<file path="config.mk">
export PLATFORM = sky130hd
export DESIGN_NAME = ball_motion_ctrl
export DESIGN_NICKNAME = d
export VERILOG_FILES = /design/src/rtl/billiard_pkg.sv /design/src/rtl/ball_motion_ctrl_friction_step.sv /design/src/rtl/ball_motion_ctrl.sv
export SDC_FILE = /design/constraint.sdc
export NUM_CORES = 1
export LEC_CHECK = 0
export ABC_AREA = 1
export BUFFER_PORTS_ARGS = -buffer_cell sky130_fd_sc_hd__buf_2
export CORE_MARGIN = 2
export CORE_UTILIZATION = 35
export DETAILED_ROUTE_END_ITERATION = 16
export GPL_TIMING_DRIVEN = 0
export SLEW_MARGIN = 20
export SYNTH_ARGS = -nofsm -noshare
export SYNTH_HDL_FRONTEND = slang
export SYNTH_HIERARCHICAL = 1
export SYNTH_SLANG_ARGS = --single-unit
</file>
<file path="constraint.sdc">
create_clock -name clk -period 5.43 [get_ports clk]
set_clock_uncertainty 0.05 [all_clocks]
set_input_delay 0.543 -clock clk [delete_from_list [all_inputs] [get_ports clk]]
set_output_delay 0.543 -clock clk [all_outputs]
set_load 0.02 [all_outputs]
</file>
<file path="src/rtl/billiard_pkg.sv">
// billiard_pkg: shared fixed-point formats, board limits and ball states for the billiard table.
package billiard_pkg;
   localparam int FRAC      = 6;
   localparam int POS_W     = 18;
   localparam int VEL_W     = 12;
   localparam int INIT_X    = 160;
   localparam int INIT_Y    = 240;
   localparam int BALL_SIZE = 16;
   localparam int X_MIN     = 32;
   localparam int X_MAX     = 608;
   localparam int Y_MIN     = 32;
   localparam int Y_MAX     = 448;
   localparam int FRICTION  = 1;
   localparam int MAX_SPEED = 1024;
   typedef enum logic [1:0] {IDLE, MOVING, SUNK} ball_state_t;
   typedef logic signed [POS_W-1:0] pos_t;
   typedef logic signed [VEL_W-1:0] vel_t;
   function automatic pos_t to_pos(input int px);
      return pos_t'(px <<< FRAC);
   endfunction
endpackage

</file>
<file path="src/rtl/ball_motion_ctrl_friction_step.sv">
// friction_step: per-axis velocity helpers, friction decay toward zero and shot speed clamp.
//   vin      : velocity after bounces     vout     : vin moved FRICTION toward 0, never crossing 0
//   shot_in  : raw shot velocity          shot_out : shot_in clamped to +/-MAX_SPEED
module friction_step
   import billiard_pkg::*;
(
   input  vel_t vin,
   input  vel_t shot_in,
   output vel_t vout,
   output vel_t shot_out
);
   localparam vel_t F    = vel_t'(FRICTION);
   localparam vel_t VMAX = vel_t'(MAX_SPEED);
   always_comb begin
      vout     = vin > F ? vin - F : vin < -F ? vin + F : '0;
      shot_out = shot_in > VMAX ? VMAX : shot_in < -VMAX ? -VMAX : shot_in;
   end
endmodule

</file>
<file path="src/rtl/ball_motion_ctrl.sv">
// ball_motion_ctrl: per-ball motion engine, applies shots, bounces, friction and hole capture once per frame.
//   clk, resetN (async, active-low)     startOfFrame : one-cycle frame pulse
//   shotValid, shotVx, shotVy           : shot request with signed fixed-point velocity
//   collBorderX/Y, collHole, respawn    : event pulses
//   topLeftX/Y : integer pixel position  moving/sunk/shotReady : state flags
module ball_motion_ctrl
   import billiard_pkg::*;
(
   input  logic               clk,
   input  logic               resetN,
   input  logic               startOfFrame,
   input  logic               shotValid,
   input  logic signed [11:0] shotVx,
   input  logic signed [11:0] shotVy,
   input  logic               collBorderX,
   input  logic               collBorderY,
   input  logic               collHole,
   input  logic               respawn,
   output logic [10:0]        topLeftX,
   output logic [10:0]        topLeftY,
   output logic               moving,
   output logic               sunk,
   output logic               shotReady
);
   localparam pos_t X0  = to_pos(INIT_X);
   localparam pos_t Y0  = to_pos(INIT_Y);
   localparam pos_t XLO = to_pos(X_MIN);
   localparam pos_t XHI = to_pos(X_MAX - BALL_SIZE);
   localparam pos_t YLO = to_pos(Y_MIN);
   localparam pos_t YHI = to_pos(Y_MAX - BALL_SIZE);

   ball_state_t state, state_nx;
   pos_t px, py, px_add, py_add, px_clamp, py_clamp;
   vel_t vx, vy, vx_ref, vy_ref, vx_bnc, vy_bnc, vx_fric, vy_fric, shot_vx_c, shot_vy_c;
   logic lx, ly, lh, shot_go, frame_go;

   // A latched border hit already flipped the axis, so a wall clamp must not flip it back.
   always_comb begin
      shot_go  = state == IDLE && shotValid && (shotVx != '0 || shotVy != '0);
      frame_go = state == MOVING && startOfFrame;
      vx_ref   = lx ? -vx : vx;
      vy_ref   = ly ? -vy : vy;
      px_add   = px + pos_t'(vx_ref);
      py_add   = py + pos_t'(vy_ref);
      px_clamp = px_add < XLO ? XLO : px_add > XHI ? XHI : px_add;
      py_clamp = py_add < YLO ? YLO : py_add > YHI ? YHI : py_add;
      vx_bnc   = (px_clamp != px_add && !lx) ? -vx_ref : vx_ref;
      vy_bnc   = (py_clamp != py_add && !ly) ? -vy_ref : vy_ref;
   end

   friction_step u_fric_x (.vin(vx_bnc), .shot_in(shotVx), .vout(vx_fric), .shot_out(shot_vx_c));
   friction_step u_fric_y (.vin(vy_bnc), .shot_in(shotVy), .vout(vy_fric), .shot_out(shot_vy_c));

   always_ff @(posedge clk or negedge resetN)
      if (!resetN) state <= IDLE;
      else state <= state_nx;

   always_comb
      state_nx = respawn ? IDLE :
                 shot_go ? MOVING :
                 frame_go ? (lh ? SUNK : (vx_fric == '0 && vy_fric == '0) ? IDLE : MOVING) :
                 state;

   // Pulses coinciding with startOfFrame belong to the next frame, so the latch reloads from them.
   always_ff @(posedge clk or negedge resetN)
      if (!resetN) begin
         px <= X0;
         py <= Y0;
         vx <= '0;
         vy <= '0;
         {lx, ly, lh} <= '0;
      end else if (respawn) begin
         px <= X0;
         py <= Y0;
         vx <= '0;
         vy <= '0;
         {lx, ly, lh} <= '0;
      end else begin
         {lx, ly, lh} <= startOfFrame ? {collBorderX, collBorderY, collHole} :
                                        {lx | collBorderX, ly | collBorderY, lh | collHole};
         if (shot_go) begin
            vx <= shot_vx_c;
            vy <= shot_vy_c;
         end else if (frame_go && lh) begin
            vx <= '0;
            vy <= '0;
         end else if (frame_go) begin
            px <= px_clamp;
            py <= py_clamp;
            vx <= vx_fric;
            vy <= vy_fric;
         end
      end

   always_comb begin
      topLeftX  = px[FRAC +: 11];
      topLeftY  = py[FRAC +: 11];
      moving    = state == MOVING;
      sunk      = state == SUNK;
      shotReady = state == IDLE;
   end
endmodule

</file>
# --- Word-level counts from Yosys, hierarchy flattened ---
# Cells that the tools add are included.
totals:
  register_bits: 65
  output_inout_bits: 25
  wordCells: 99
op_classes:
  n_addsub: 10
  n_lt_le_gt_ge: 12
  n_eq_ne: 6
  n_mux: 41
  n_bitwise: 3
  reduce_logical: 19
op_table:
  columns: ["operator", "n"]
  rows:
  - ["12-bit 2-to-1 mux", 20]
  - ["18-bit 2-to-1 mux", 12]
  - ["12-bit negation", 4]
  - ["18-bit by 12-bit adder with 18-bit output", 2]
  - ["18-bit by 13-bit < comparator with 1-bit output (second input constant)", 2]
  - ["18-bit != test", 2]
  - ["12-bit by 1-bit adder with 12-bit output (second input constant)", 2]
  - ["12-bit greater-than comparator (second input constant)", 2]
  - ["12-bit by 2-bit greater-than comparator with 1-bit output (second input constant)", 2]
  - ["12-bit zero test", 2]
  - ["12-bit by 1-bit < comparator with 1-bit output (second input constant)", 2]
  - ["12-bit by 11-bit < comparator with 1-bit output (second input constant)", 2]
  - ["12-bit nonzero test", 2]
  - ["12-bit by 1-bit subtractor with 12-bit output (second input constant)", 2]
  - ["18-bit by 16-bit greater-than comparator with 1-bit output (second input constant)", 1]
  - ["18-bit by 17-bit greater-than comparator with 1-bit output (second input constant)", 1]
  - ["2-bit 2-to-1 mux", 4]
  - ["1-bit logical AND", 7]
  - ["1-bit 2-to-1 mux", 4]
  - ["2-bit != test (second input constant)", 2]
  - ["4-bit nonzero test", 1]
  - ["3-bit 2-to-1 mux", 1]
  - ["1-bit bitwise OR", 3]
  - ["3-bit AND reduction", 1]
  - ["other kinds (7)", 8]

# --- Logic depth before layout (Yosys ltp) ---
depth:
  word_depth: 19
  mapped_depth: 41

# --- By module ---
# Netlist, hierarchy kept.
modules_own_cells:
  columns: ["module", "instances", "cells_per_inst", "area_each_um2", "seq_area_each_um2"]
  rows:
  - ["ball_motion_ctrl", 1, 981, 6429.9, 1634.1]
  - ["friction_step", 2, 168, 788.3, 0.0]

# --- Worst setup path after synthesis ---
# OpenSTA, ideal clock, no wires.
synth_timing:
  path_kind: "register -> register"
  startpoint: "register vy[0]"
  endpoint: "register state[0]"
  setup_time_ps: 132
  arrival_time_ps: 4940
  required_ps: 5248
  path_slack_ps: 308
  path_stages_with_launch: 37
  synth_period_minus_slack_ps: 5122
  path_cell_list: "dfrtp_1 -> inv_2 -> ha_1 -> inv_1 -> nor2_1 -> nand3_1 -> nor3_1 -> nor2_1 -> xor2_1 -> ha_1 -> a21o_1 -> o21bai_1 -> a21oi_1 -> nand2_1 -> a21oi_1 -> xor2_2 -> nor2_4 -> nand3_4 -> nand2_2 -> buf_6 -> nand2_2 -> nand2_1 -> ha_1 -> nand2_1 -> nor2_4 -> nand3_1 -> nand2_1 -> inv_2 -> buf_6 -> nand3_1 -> nand2_1 -> nor4_1 -> nand3_1 -> nor2_1 -> o21ai_0 -> nand3_1 -> o21ai_0"
synth_between:
  elab_chain_len: 19
synth_rtl:
  columns: ["element", "line_no", "source"]
  rows:
  - ["start, declared", "ball_motion_ctrl.sv:34", "vel_t vx, vy, vx_ref, vy_ref, vx_bnc, vy_bnc, vx_fric, vy_fric, shot_vx_c, shot_vy_c;"]
  - ["start signal, assigned", "ball_motion_ctrl.sv:83", "vy <= shot_vy_c;"]
  - ["start signal, assigned", "ball_motion_ctrl.sv:91", "vy <= vy_fric;"]
  - ["12-bit negation", "ball_motion_ctrl.sv:42", "vy_ref = ly ? -vy : vy;"]
  - ["12-bit 2-to-1 mux *", "ball_motion_ctrl.sv:42", null]
  - ["18-bit by 12-bit adder with 18-bit output", "ball_motion_ctrl.sv:44", "py_add = py + pos_t'(vy_ref);"]
  - ["18-bit by 16-bit greater-than comparator with 1-bit output", "ball_motion_ctrl.sv:46", "py_clamp = py_add < YLO ? YLO : py_add > YHI ? YHI : py_add;"]
  - ["18-bit 2-to-1 mux (2 in a row)", "ball_motion_ctrl.sv:46", null]
  - ["18-bit != test", "ball_motion_ctrl.sv:48", "vy_bnc = (py_clamp != py_add && !ly) ? -vy_ref : vy_ref;"]
  - ["1-bit logical AND", "ball_motion_ctrl.sv:48", null]
  - ["12-bit 2-to-1 mux *", "ball_motion_ctrl.sv:48", null]
  - ["net vy_bnc[1]", "ball_motion_ctrl.sv:34", null]
  - ["(+2 left out)", null, null]
  - ["12-bit 2-to-1 mux *", "ball_motion_ctrl_friction_step.sv:15", "vout = vin > F ? vin - F : vin < -F ? vin + F : '0;"]
  - ["net vy_fric[3]", "ball_motion_ctrl.sv:34", null]
  - ["12-bit zero test *", "ball_motion_ctrl.sv:61", "frame_go ? (lh ? SUNK : (vx_fric == '0 && vy_fric == '0) ? IDLE : MOVING) :"]
  - ["1-bit logical AND *", "ball_motion_ctrl.sv:61", null]
  - ["1-bit 2-to-1 mux *", "ball_motion_ctrl.sv:61", null]
  - ["2-bit 2-to-1 mux * (2 in a row)", "ball_motion_ctrl.sv:61", null]
  - ["2-bit 2-to-1 mux *", "ball_motion_ctrl.sv:60", "shot_go ? MOVING :"]
  - ["2-bit 2-to-1 mux *", "ball_motion_ctrl.sv:59", "state_nx = respawn ? IDLE :"]
  - ["end signal, assigned", "ball_motion_ctrl.sv:56", "else state <= state_nx;"]
  - ["end, declared", "ball_motion_ctrl.sv:32", "ball_state_t state, state_nx;"]
# Mark *: on every way through the listed nets, which the timed path passes. The rest lies on a longest branch. The select of a mux whose other input is x is not followed.
# A chain may end at the register's enable or synchronous reset.

# --- Worst setup path after layout ---
# Same ends and word-level chain as after synthesis.

==> results.yml <==
global_route:
  grt_pass1_wl_um: 38500
  grt-ovfl-total: 0
  grt_usage: 0.195
  antenna_found_initial: 0
  grt_start_max_net_pins: 49
  grt_pass1_vias: 7788
clock_network:
  hold_buffers: 0
  clk_path_buf_depth: 2
  worst_skew_pair.late_latency_ns: 0.35
  clkSlewWorstSetupHoldPaths_ns: 0.06
  htreeDepth: 3
  cts-root-buf: "clkbuf_16"
  cts_buffers: 9
  cts.sinks: 65
  tritoncts: "built"
logic_synthesis:
  ys.flop_type: "dfrtp_1"
  synth_mux_area_frac: 0
  synthXorXnorAreaFrac: 0.0808
  synth_area_um2: 8010
  yosys.area_share.simple: 0.405
  synthArstFlopShare: 1.00
  synth_compound_area_frac: 0.128
  synth_top_family_by_area: "simple AND/OR/NAND/NOR gates"
  syn_nets: 1393
  yosysUniqueCellTypes: 47
  yosysWarnings: 6
  synth_adder_area_share: 0.0706
  syn_avg_cell_area_um2: 6.08
  yosysSeqAreaShare: 0.204
  synth_edf_count: 0
  ys_ff_latch: 65
  synth_cells: 1317
critical_path:
  critPathRequiredTime_ns: 5.61
  crit_type: "flip-flop to flip-flop"
  slowest_stage: "dfrtp_2"
  cp_data_arrival_time_ns: 5.46
  cp-start-kind: "flip-flop"
  crit_fanout: 9
  cpPeakStageDelay_ns: 0.42
  r2r_start: "vy[0]"
  r2r_end: "state[0]"
  reg2reg_slack_ns: 0.14
  critPathLaunch: "vy[0]"
  critical_path.endpoint_type: "flip-flop"
  worst-r2r-cell-count: 35
  critPathCapture: "state[0]"
floorplan:
  die-area_um2: 24100
  die_w_um: 155
  start_util: 0.355
  core_area_um2: 22600
  rows: 55
  io_pins: 57
  chipHeight_um: 155
detailed_routing:
  firstDrtPassIters: 6
  wl_um: 24600
  ant_nets: 0
  drc: 0
  wire_per_inst_um: 14.2
  drtIter0Drc: 630
  num_vias: 8715
  routed_via_density: 5.03
timing:
  fin_crit_sh: 0.974
  hold_violations: 0
  rsz0062_at_grt: "yes"
  fmax_ghz: 0.189
  period_minus_slack_ns: 5.29
  slew_headroom: 0.570
  finalSetupViolCount: 0
  worst_slew_pin_slew_ns: 0.643
  maxSlewViolCount: 0
placed_design:
  portBuffers: 55
  gp_congestion: 0.876
  dp_hpwl_um: 18300
  dp.cells: 1658
finish:
  fillCellCount: 2308
  layout-drive-gt1-share: 0.261
  area_delta_synth_final_pct: 28.8
  final_common_cell: "nand2_1"
  fin_cells: 1731
  fin_util: 0.457
  antenna_cells: 0
  nets: 1517
  layout_common_cells: "373 x nand2_1, 128 x nor2_1, 124 x inv_1"
run_status:
  run_status: "finished, final reports clean"
flow_run:
  drv_cap: 0
hold_path:
  hold_class: "primary input to async pin"
[timing repair]
action	4_1_cts	5_1_grt
cloned	0	5
resized for setup	58	142
endpoints found under the setup margin	25	25
setup buffers	12	40
pin swaps	10	67
[registers in the layout, indices dropped and copies added, names as in the netlist]
register / flops
py: 18
vy: 12
lh: 1
ly: 1
state: 2
px: 18
lx: 1
vx: 12
[routing by layer]
layer | part of all wire | global-route usage | vias up
met1 | 0.50 | 0.285 | 4060
met3 | 0.036 | 0.0237 | 17
met2 | 0.46 | 0.310 | 173
li1 | - | - | 4465
met5 | 0 | 0 | -
met4 | 0.0099 | 0.0419 | 0
[through the flow]
stage | hold slack [ns] | setup TNS [ns] | worst slack [ns] | cell area [µm²]
floorplan | 0.197 | 0 | 0.308 | 8010
detailed placement | 0.396 | -9.77 | -0.870 | 8670
CTS | 0.0302 | 0 | 0.0104 | 9350
finish | 0.0236 | 0 | 0.143 | 10300
global placement | 0.430 | -8.72 | -0.812 | 8640
global route | 0.0399 | -0.351 | -0.220 | 10300
[final cells by class]
cell class              instances  area [µm²]  area share
multi-input cells            1052        6300       0.611
clock inverters                 7        78.8     0.00764
well taps                     285         357      0.0346
repair buffers                113         763      0.0740
plain buffers                  58         407      0.0394
clock buffers                   9         225      0.0218
inverters                     142         541      0.0524
flip-flops and latches         65        1640       0.159
[cell usage after synthesis, drive strengths merged (7+ instances only)]
| library cell | count | share of area |
|---|---|---|
| nand2 | 438 | 0.21 |
| nand4 | 13 | 0.012 |
| o22ai | 26 | 0.020 |
| buf | 42 | 0.037 |
| or2 | 7 | 0.0055 |
| xor2 | 61 | 0.068 |
| dfrtp | 59 | 0.18 |
| nand3 | 105 | 0.069 |
| nor4 | 13 | 0.010 |
| inv | 139 | 0.065 |
| a21oi | 48 | 0.034 |
| o21ai | 84 | 0.055 |
| nor2 | 162 | 0.082 |
| ha | 42 | 0.066 |
| clkbuf | 16 | 0.0075 |
| xnor2 | 12 | 0.013 |
| nor3 | 10 | 0.0069 |
[kinds of logic (layout without fill, tap and decap cells)]
kind of cell,after synthesis,count (layout)
AOI/OAI and AO/OA,178,178
xor gates and xnor gates,73,73
adders and majority gates,44,44
buffers and inverters,200,329
DFF,65,65
and+or+nand+nor,757,757
[how the worst min path moves through the flow]
stage	to	slack, ns	cells after the start
final	py[16]	0.02	1
after global routing	py[4]	0.04	1
after CTS	py[16]	0.03	1
after detailed placement	px[16]	0.40	1
after global placement	py[0]	0.43	2
after floorplan	lh	0.20	0
[worst max-delay path: cells and delay by family, from the launching register on]
family,cells,cell delay [ns]
flops,1,0.42
fa+ha+maj,2,0.41
simple gates,20,2.45
buf+inv,4,0.42
xor+xnor,2,0.50
compound gates,7,0.88
Power is left out: the tool's default activity adds up to more than one toggle a clock period on the data nets, which glitch-free logic cannot reach.
